===== config.mk =====
export PLATFORM = sky130hd
export DESIGN_NAME = conv3x3_dot_accum
export DESIGN_NICKNAME = d
export VERILOG_FILES = /design/src/rtl/conv3x3_dot_accum.sv
export SDC_FILE = /design/constraint.sdc
export NUM_CORES = 1
export LEC_CHECK = 0
export CORE_MARGIN = 5
export CORE_UTILIZATION = 60
export DETAILED_ROUTE_END_ITERATION = 6
export PLACE_DENSITY_LB_ADDON = 0.05
export SETUP_SLACK_MARGIN = 0.05
export SYNTH_ARGS = -nofsm -noshare
export SYNTH_HDL_FRONTEND = slang
export SYNTH_SLANG_ARGS = --single-unit

===== constraint.sdc =====
create_clock -name clk -period 6.4 [get_ports clk]
set_clock_uncertainty 0.15 [all_clocks]
set_input_delay 1.6 -clock clk [delete_from_list [all_inputs] [get_ports clk]]
set_output_delay 1.6 -clock clk [all_outputs]
set_load 0.02 [all_outputs]

===== src/rtl/conv3x3_dot_accum.sv =====
// conv3x3_dot_accum: streams TAPS (pixel, weight) beats for three channels in parallel,
// accumulates the signed per-channel products and presents the three dot products with
// a valid/ready handshake. Results stay stable until the consumer accepts them.
//
// Optional feature macro: CONV3X3_DOT_BIAS_EN
//   When defined, bias_c0..2 ports exist and each accumulator loads its bias (instead of
//   zero) when a window starts. Timing and FSM behaviour are identical in both builds.
module conv3x3_dot_accum #(
    parameter int unsigned TAPS  = 9,
    parameter int unsigned PIX_W = 8,
    parameter int unsigned WGT_W = 8,
    parameter int unsigned ACC_W = 21
) (
    input  logic             clk,
    input  logic             rst_n,
    input  logic             start,
    input  logic             in_valid,
    output logic             in_ready,
    input  logic [PIX_W-1:0] pix_c0,
    input  logic [PIX_W-1:0] pix_c1,
    input  logic [PIX_W-1:0] pix_c2,
    input  logic [WGT_W-1:0] wgt_c0,
    input  logic [WGT_W-1:0] wgt_c1,
    input  logic [WGT_W-1:0] wgt_c2,
`ifdef CONV3X3_DOT_BIAS_EN
    input  logic [ACC_W-1:0] bias_c0,
    input  logic [ACC_W-1:0] bias_c1,
    input  logic [ACC_W-1:0] bias_c2,
`endif
    output logic             out_valid,
    input  logic             out_ready,
    output logic [ACC_W-1:0] dot_D1,
    output logic [ACC_W-1:0] dot_D2,
    output logic [ACC_W-1:0] dot_D3,
    output logic             busy
);

    localparam int unsigned CntW = $clog2(TAPS + 1);
    // Unsigned pixel gets a zero sign bit, so the product needs one extra bit.
    localparam int unsigned PrdW = PIX_W + WGT_W + 1;

    typedef enum logic [1:0] {
        StIdle,
        StAccum,
        StHold
    } state_e;

    state_e           state_q;
    logic [CntW-1:0]  tap_cnt_q;
    logic             out_valid_q;
    logic             busy_q;

    logic [PIX_W-1:0]        pix_a  [3];
    logic [WGT_W-1:0]        wgt_a  [3];
    logic signed [PrdW-1:0]  prod   [3];
    logic signed [ACC_W-1:0] acc_q  [3];
    logic signed [ACC_W-1:0] acc_d  [3];
    logic signed [ACC_W-1:0] acc_init [3];

    logic start_acc;
    logic beat_acc;
    logic last_beat;

    assign pix_a[0] = pix_c0;
    assign pix_a[1] = pix_c1;
    assign pix_a[2] = pix_c2;
    assign wgt_a[0] = wgt_c0;
    assign wgt_a[1] = wgt_c1;
    assign wgt_a[2] = wgt_c2;

    // Value each accumulator takes when a window starts.
    always_comb begin
`ifdef CONV3X3_DOT_BIAS_EN
        acc_init[0] = $signed(bias_c0);
        acc_init[1] = $signed(bias_c1);
        acc_init[2] = $signed(bias_c2);
`else
        acc_init[0] = '0;
        acc_init[1] = '0;
        acc_init[2] = '0;
`endif
    end

    // Per-channel signed product, sign-extended and added to the running sum.
    always_comb begin
        for (int i = 0; i < 3; i++) begin
            prod[i]  = PrdW'($signed({1'b0, pix_a[i]})) * PrdW'($signed(wgt_a[i]));
            acc_d[i] = acc_q[i] + ACC_W'(prod[i]);
        end
    end

    // Handshake decode: start is honoured anywhere except HOLD without out_ready,
    // and a start always wins over a concurrent tap beat.
    always_comb begin
        start_acc = 1'b0;
        unique case (state_q)
            StIdle:  start_acc = start;
            StAccum: start_acc = start;
            StHold:  start_acc = start && out_ready;
            default: start_acc = 1'b0;
        endcase
        beat_acc  = (state_q == StAccum) && in_valid && !start;
        last_beat = beat_acc && (tap_cnt_q == CntW'(TAPS - 1));
    end

    // Control FSM with registered out_valid/busy and the tap counter.
    always_ff @(posedge clk or negedge rst_n) begin
        if (!rst_n) begin
            state_q     <= StIdle;
            tap_cnt_q   <= '0;
            out_valid_q <= 1'b0;
            busy_q      <= 1'b0;
        end else begin
            unique case (state_q)
                StIdle: begin
                    if (start) begin
                        state_q   <= StAccum;
                        tap_cnt_q <= '0;
                        busy_q    <= 1'b1;
                    end
                end
                StAccum: begin
                    if (start) begin
                        tap_cnt_q <= '0;
                    end else if (in_valid) begin
                        tap_cnt_q <= tap_cnt_q + 1'b1;
                        if (last_beat) begin
                            state_q     <= StHold;
                            out_valid_q <= 1'b1;
                        end
                    end
                end
                StHold: begin
                    if (out_ready) begin
                        out_valid_q <= 1'b0;
                        if (start) begin
                            state_q   <= StAccum;
                            tap_cnt_q <= '0;
                        end else begin
                            state_q <= StIdle;
                            busy_q  <= 1'b0;
                        end
                    end
                end
                default: begin
                    state_q     <= StIdle;
                    tap_cnt_q   <= '0;
                    out_valid_q <= 1'b0;
                    busy_q      <= 1'b0;
                end
            endcase
        end
    end

    // Accumulators: load on window start, add on accepted beats, otherwise hold.
    always_ff @(posedge clk or negedge rst_n) begin
        if (!rst_n) begin
            for (int i = 0; i < 3; i++) begin
                acc_q[i] <= '0;
            end
        end else if (start_acc) begin
            for (int i = 0; i < 3; i++) begin
                acc_q[i] <= acc_init[i];
            end
        end else if (beat_acc) begin
            for (int i = 0; i < 3; i++) begin
                acc_q[i] <= acc_d[i];
            end
        end
    end

    assign in_ready  = (state_q == StAccum);
    assign out_valid = out_valid_q;
    assign busy      = busy_q;
    assign dot_D1    = acc_q[0];
    assign dot_D2    = acc_q[1];
    assign dot_D3    = acc_q[2];

`ifndef SYNTHESIS
    // A presented result is never withdrawn or altered before it is accepted.
    a_hold_valid : assert property (@(posedge clk) disable iff (!rst_n)
        (out_valid && !out_ready) |=> out_valid);
    a_hold_stable : assert property (@(posedge clk) disable iff (!rst_n)
        (out_valid && !out_ready) |=> ($stable(dot_D1) && $stable(dot_D2) && $stable(dot_D3)));
    a_ready_excl : assert property (@(posedge clk) disable iff (!rst_n)
        !(in_ready && out_valid));
`endif

endmodule

; ---- After elaboration in Yosys (flattened, before gate mapping)
; Cells that the tools add are included.
[totals]
ff_bits = 71
in_bits = 53
[op_classes]
addsub = 4
n_mul = 3
eq_ne = 10
muxes = 24
bitwise_logic = 2
n_reduce_logical = 12
[op_table]
columns = cell, n
row1 = $mux W63, 2
row2 = $add A21 B17 Y21, 3
row3 = $mul A9 B8 Y17, 3
row4 = $mux W4, 4
row5 = $pmux W4 S3, 1
row6 = $mux W2, 5
row7 = $ne A2 B2 Y1 const B, 5
row8 = $reduce_and A5 Y1, 2
row9 = $mux W1, 8
row10 = $pmux W1 S3, 2
row11 = $pmux W2 S3, 1
row12 = $add A4 B1 Y4 const B, 1
row13 = $eq A4 B4 Y1 const B, 1
row14 = $logic_and A1 B1 Y1, 4
row15 = $reduce_and A4 Y1, 1
row16 = $ne A3 B3 Y1 const B, 1
row17 = $eq A2 B1 Y1 const B, 1
row18 = $eq A2 B2 Y1 const B, 1
row19 = $logic_not A2 Y1, 1
row20 = $ne A2 B1 Y1 const B, 1
row21 = $not A1 Y1, 2
row22 = $pmux W1 S2, 1
row23 = $reduce_and A2 Y1, 1
row24 = $reduce_bool A2 Y1, 1
row25 = other kinds (2), 2

; ---- Longest topological paths before layout
[logic_depth]
ltp_word = 8
depth_mapped = 21

; ---- Worst setup path after synthesis
; No wires, ideal clock.
[synth_path]
path_type = input to register
start = input wgt_c1[0]
end = register acc_q, in the netlist dot_D2[19]
setup_time_ns = 0.122
t_arrival_ns = 6.169
t_required_ns = 6.128
path_slack_ns = -0.041
cell_stages = 17
n_path_buf = 1
cell_sequence = clkbuf_1 > nand2_1 > fa_1 > inv_1 > fa_1 > inv_1 > fa_1 > inv_1 > fa_1 > fa_1 > ha_1 > o311a_1 > a221oi_2 > a31oi_1 > o21a_1 > or3_1 > a32o_1
[synth_via]
elab_chain_cells = 4
[synth_rtl]
columns = item, line_no
row1 = "start, declared", 23  ; input logic [WGT_W-1:0] wgt_c1,
row2 = $mul A9 B8 Y17, 87  ; prod[i] = PrdW'($signed({1'b0, pix_a[i]})) * PrdW'($signed(wgt_a[i]));
row3 = $add A21 B17 Y21, 88  ; acc_d[i] = acc_q[i] + ACC_W'(prod[i]);
row4 = $mux W63, 165  ; end else if (beat_acc) begin
row5 = $mux W63, 161  ; end else if (start_acc) begin
row6 = "end signal, assigned by index", 163  ; acc_q[i] <= acc_init[i];
row7 = "end signal, assigned by index", 167  ; acc_q[i] <= acc_d[i];
row8 = "end, declared", 56  ; logic signed [ACC_W-1:0] acc_q [3];
; Every way passes these cells. The select of a mux whose other input is x is not followed.
; A chain may end at the register's enable or synchronous reset.

; ---- Final worst setup path
[layout_path]
start = input pix_c1[5]
end = register acc_q, in the netlist dot_D2[19]
[layout_via]
elab_chain_cells = 4
[layout_rtl]
columns = item, line_no
row1 = "start, declared", 20  ; input logic [PIX_W-1:0] pix_c1,
row2 = $mul A9 B8 Y17, 87
row3 = $add A21 B17 Y21, 88
row4 = $mux W63, 165
row5 = $mux W63, 161
; Every way passes these cells. The select of a mux whose other input is x is not followed.

==> impl_metrics.tcl <==
set metrics [dict create \
    status "complete, no violations" \
    crit_family "adder cells" \
    whs_ns 0.3577 \
    setup_ws_ns 0.1604 \
    cts_buffers 9 \
    ir_worst_vdd_mv 0.4552 \
    core_area_um2 18710 \
    whs_path_depth 2 \
    drv_slew 0 \
    final_design_area_no_fill_um2 14300 \
    synth_seq_cells 71 \
    crit_type "in -> reg" \
    yosys.area.top_type "fa_1" \
    tightestPinTransition_ns 0.9626 \
    hold_violations 0 \
    total_power_mw 6.590 \
    cts.sinks 71 \
    grt.overflow.total 0 \
    crit_chain "dlygate4sd2_1 > buf_4 > nand2_1 > fa_1 > inv_1 > fa_1 > fa_2 > fa_1 > ha_4 > ha_4 > o21a_1 > o21a_1 > o311a_1 > a221oi_2 > a31oi_1 > o21a_1 > or3_1 > a32o_1" \
    wire_per_inst_um 15.76 \
    synth_commonest_cells "inv_1 (200), ha_1 (194), nand2_1 (170)" \
    crit_slowest_cell "fa_2" \
    firstDrtPassIters 5 \
    hpwl_um 21680 \
    port_buffers 118 \
    path_depth 18 \
    gp_congestion 0.9090 \
    die_h_um 147.7 \
    syn_area_per_cell_um2 9.304 \
    crit_fanout 4 \
    clkTransAtPathRegs_ns 0.06 \
    cts_max_level 3 \
    row_count 50 \
    place_area_um2 13750 \
    synth.most_common_cell "inv_1" \
    max_stage_delay_ns 0.60 \
    drcViolationCount 0 \
    cts_tree "done" \
    instances_no_fill 1704 \
    grt_max_degree 72 \
    synth-edff-count 0 \
    ioPinCount 119 \
    ys_async_sr_fraction_pct 100.0 \
    cp-start-kind "input pin" \
    grt_pass1_vias 9750 \
    n_antenna_cell 0 \
    area_growth_pct 25.76 \
    period_needed_ns 6.240 \
    ctsRootBufferMaster "clkbuf_16" \
    hold_buffers 0 \
    ys_warn_count 0 \
    period_share_pct 97.49 \
    fmax_mhz 160.3 \
    synth_cell_types 56 \
    cap_violations 0 \
    syn_nets 1622 \
    grt_pass1_wl_um 46270 \
    syn_area_um2 11370 \
    cts.path.max_buffers 2 \
    insertion_delay_ns 0.34 \
    synth-seq-area-share_pct 15.63 \
    grt_usage_pct 25.87 \
    vias_per_cell 5.399 \
    synth_ff_type "dfrtp_1" \
    synthCells 1222 \
    fp.dieArea_um2 21800 \
    rsz0062_at_grt "true" \
    start_util_pct 60.78 \
    leakage_nw 7.566 \
    wl_met2_um 13370 \
    nets 1865 \
    num_vias 9200 \
    drt_iter0_drc 433 \
    dieWidth_um 147.7 \
    end_kind "register" \
    setup_viol 0 \
    rr_worst_depth 18 \
    place_ws_ns -0.5854 \
    crit_buf_inv 3 \
    holdCritPathClass "reg -> reg" \
    dp.cells 1683 \
    wl_um 26860 \
    layout-drive-gt1-share_pct 15.10 \
    tns_ns 0 \
    synth_top_area_share_pct 26.94 \
    met1_length_um 11870 \
    relSlewSlack_pct 35.83 \
    cp_data_arrival_time_ns 6.32 \
    netlist_top_cells_area "fa_1 (27%), ha_1 (21%), dfrtp_1 (16%)" \
    dr_wl_met3_um 1046 \
    required_ns 6.48 \
    grt_antenna_before_repair 0 \
    routed.top_layer "met4" \
    fin_util_pct 76.44 \
    powerDensity_nw_per_um2 460.8 \
    drtAntennaViolNets 0 \
]
[area by class of cell]
class / instances / area (um2)
Tap cell: 234 / 292.8
Timing Repair Buffer: 254 / 2152
Sequential cell: 71 / 1777
Clock inverter: 5 / 57.56
Inverter: 201 / 754.5
Fill cell: 1354 / 4407
Clock buffer: 11 / 242.7
Multi-Input combinational cell: 928 / 9022
[tightest hold or removal path, delay by kind of cell (launching register included)]
family,cells,cell delay [ns]
AND/OR/NAND/NOR,1,0.06
flip-flops,1,0.36
AO/OA/AOI/OAI,1,0.06
[registers in the layout, indices dropped and copies added (netlist names)]
signal	flops
busy	1
dot_D1	21
dot_D2	21
dot_D3	21
out_valid	1
state_q	2
tap_cnt_q	4
[layout by cell type (no fill, tap or decap), types with 11 or more instances in the layout]
| master | synthesis | layout |
|---|---|---|
| dfrtp_1 | 71 | 71 |
| ha_1 | 194 | 184 |
| a21o_1 | 13 | 13 |
| clkdlybuf4s50_1 | 0 | 70 |
| nand2_1 | 170 | 166 |
| o21ai_0 | 57 | 51 |
| and2_1 | 88 | 87 |
| dlygate4sd2_1 | 0 | 13 |
| nor2_1 | 39 | 35 |
| xnor2_1 | 31 | 31 |
| a21oi_1 | 50 | 46 |
| inv_1 | 200 | 196 |
| buf_4 | 0 | 134 |
| dlymetal6s2s_1 | 0 | 11 |
| fa_1 | 153 | 149 |
| xor2_1 | 19 | 19 |
[final timing paths]
check,start,endpoint,slack (ns)
max,pix_c1[5],dot_D2[19]$_DFFE_PN0P_,0.16
min,dot_D1[13]$_DFFE_PN0P_,dot_D1[13]$_DFFE_PN0P_,0.36
max reg2reg,dot_D3[6]$_DFFE_PN0P_,dot_D3[18]$_DFFE_PN0P_,1.16
min reg2reg,dot_D1[13]$_DFFE_PN0P_,dot_D1[13]$_DFFE_PN0P_,0.36
max in group asynchronous,rst_n,dot_D2[14]$_DFFE_PN0P_,4.22
min in group asynchronous,rst_n,dot_D3[2]$_DFFE_PN0P_,1.25
[kinds of logic (layout without fill, tap and decap cells)]
group | count (synthesis) | after routing | synth area share, %
muxes | 3 | 3 | 0.2641
and+or+nand+nor | 341 | 341 | 14.14
buffers and inverters | 223 | 471 | 7.373
xor gates and xnor gates | 50 | 50 | 3.852
AOI/OAI and AO/OA | 187 | 187 | 10.45
DFF | 71 | 71 | 15.63
adders and majority gates | 347 | 347 | 48.29
[layer usage]
layer	vias to the layer above	global-route usage, %
li1	4429	-
met4	0	6.850
met3	45	3.955
met5	-	0
met2	186	43.86
met1	4540	34.95
[report_power, final]
group | internal [mW] | switching, mW
Clock | 0.313 | 0.209
Sequential | 0.583 | 0.135
Combinational | 2.67 | 2.68
[timing repair]
item,4_1_cts,5_1_grt
resized for setup,73,79
hold endpoints to repair,0,0
pin swaps,18,40
setup endpoints to repair,21,20
setup buffers,2,3
(Power assumes the default switching activity.)
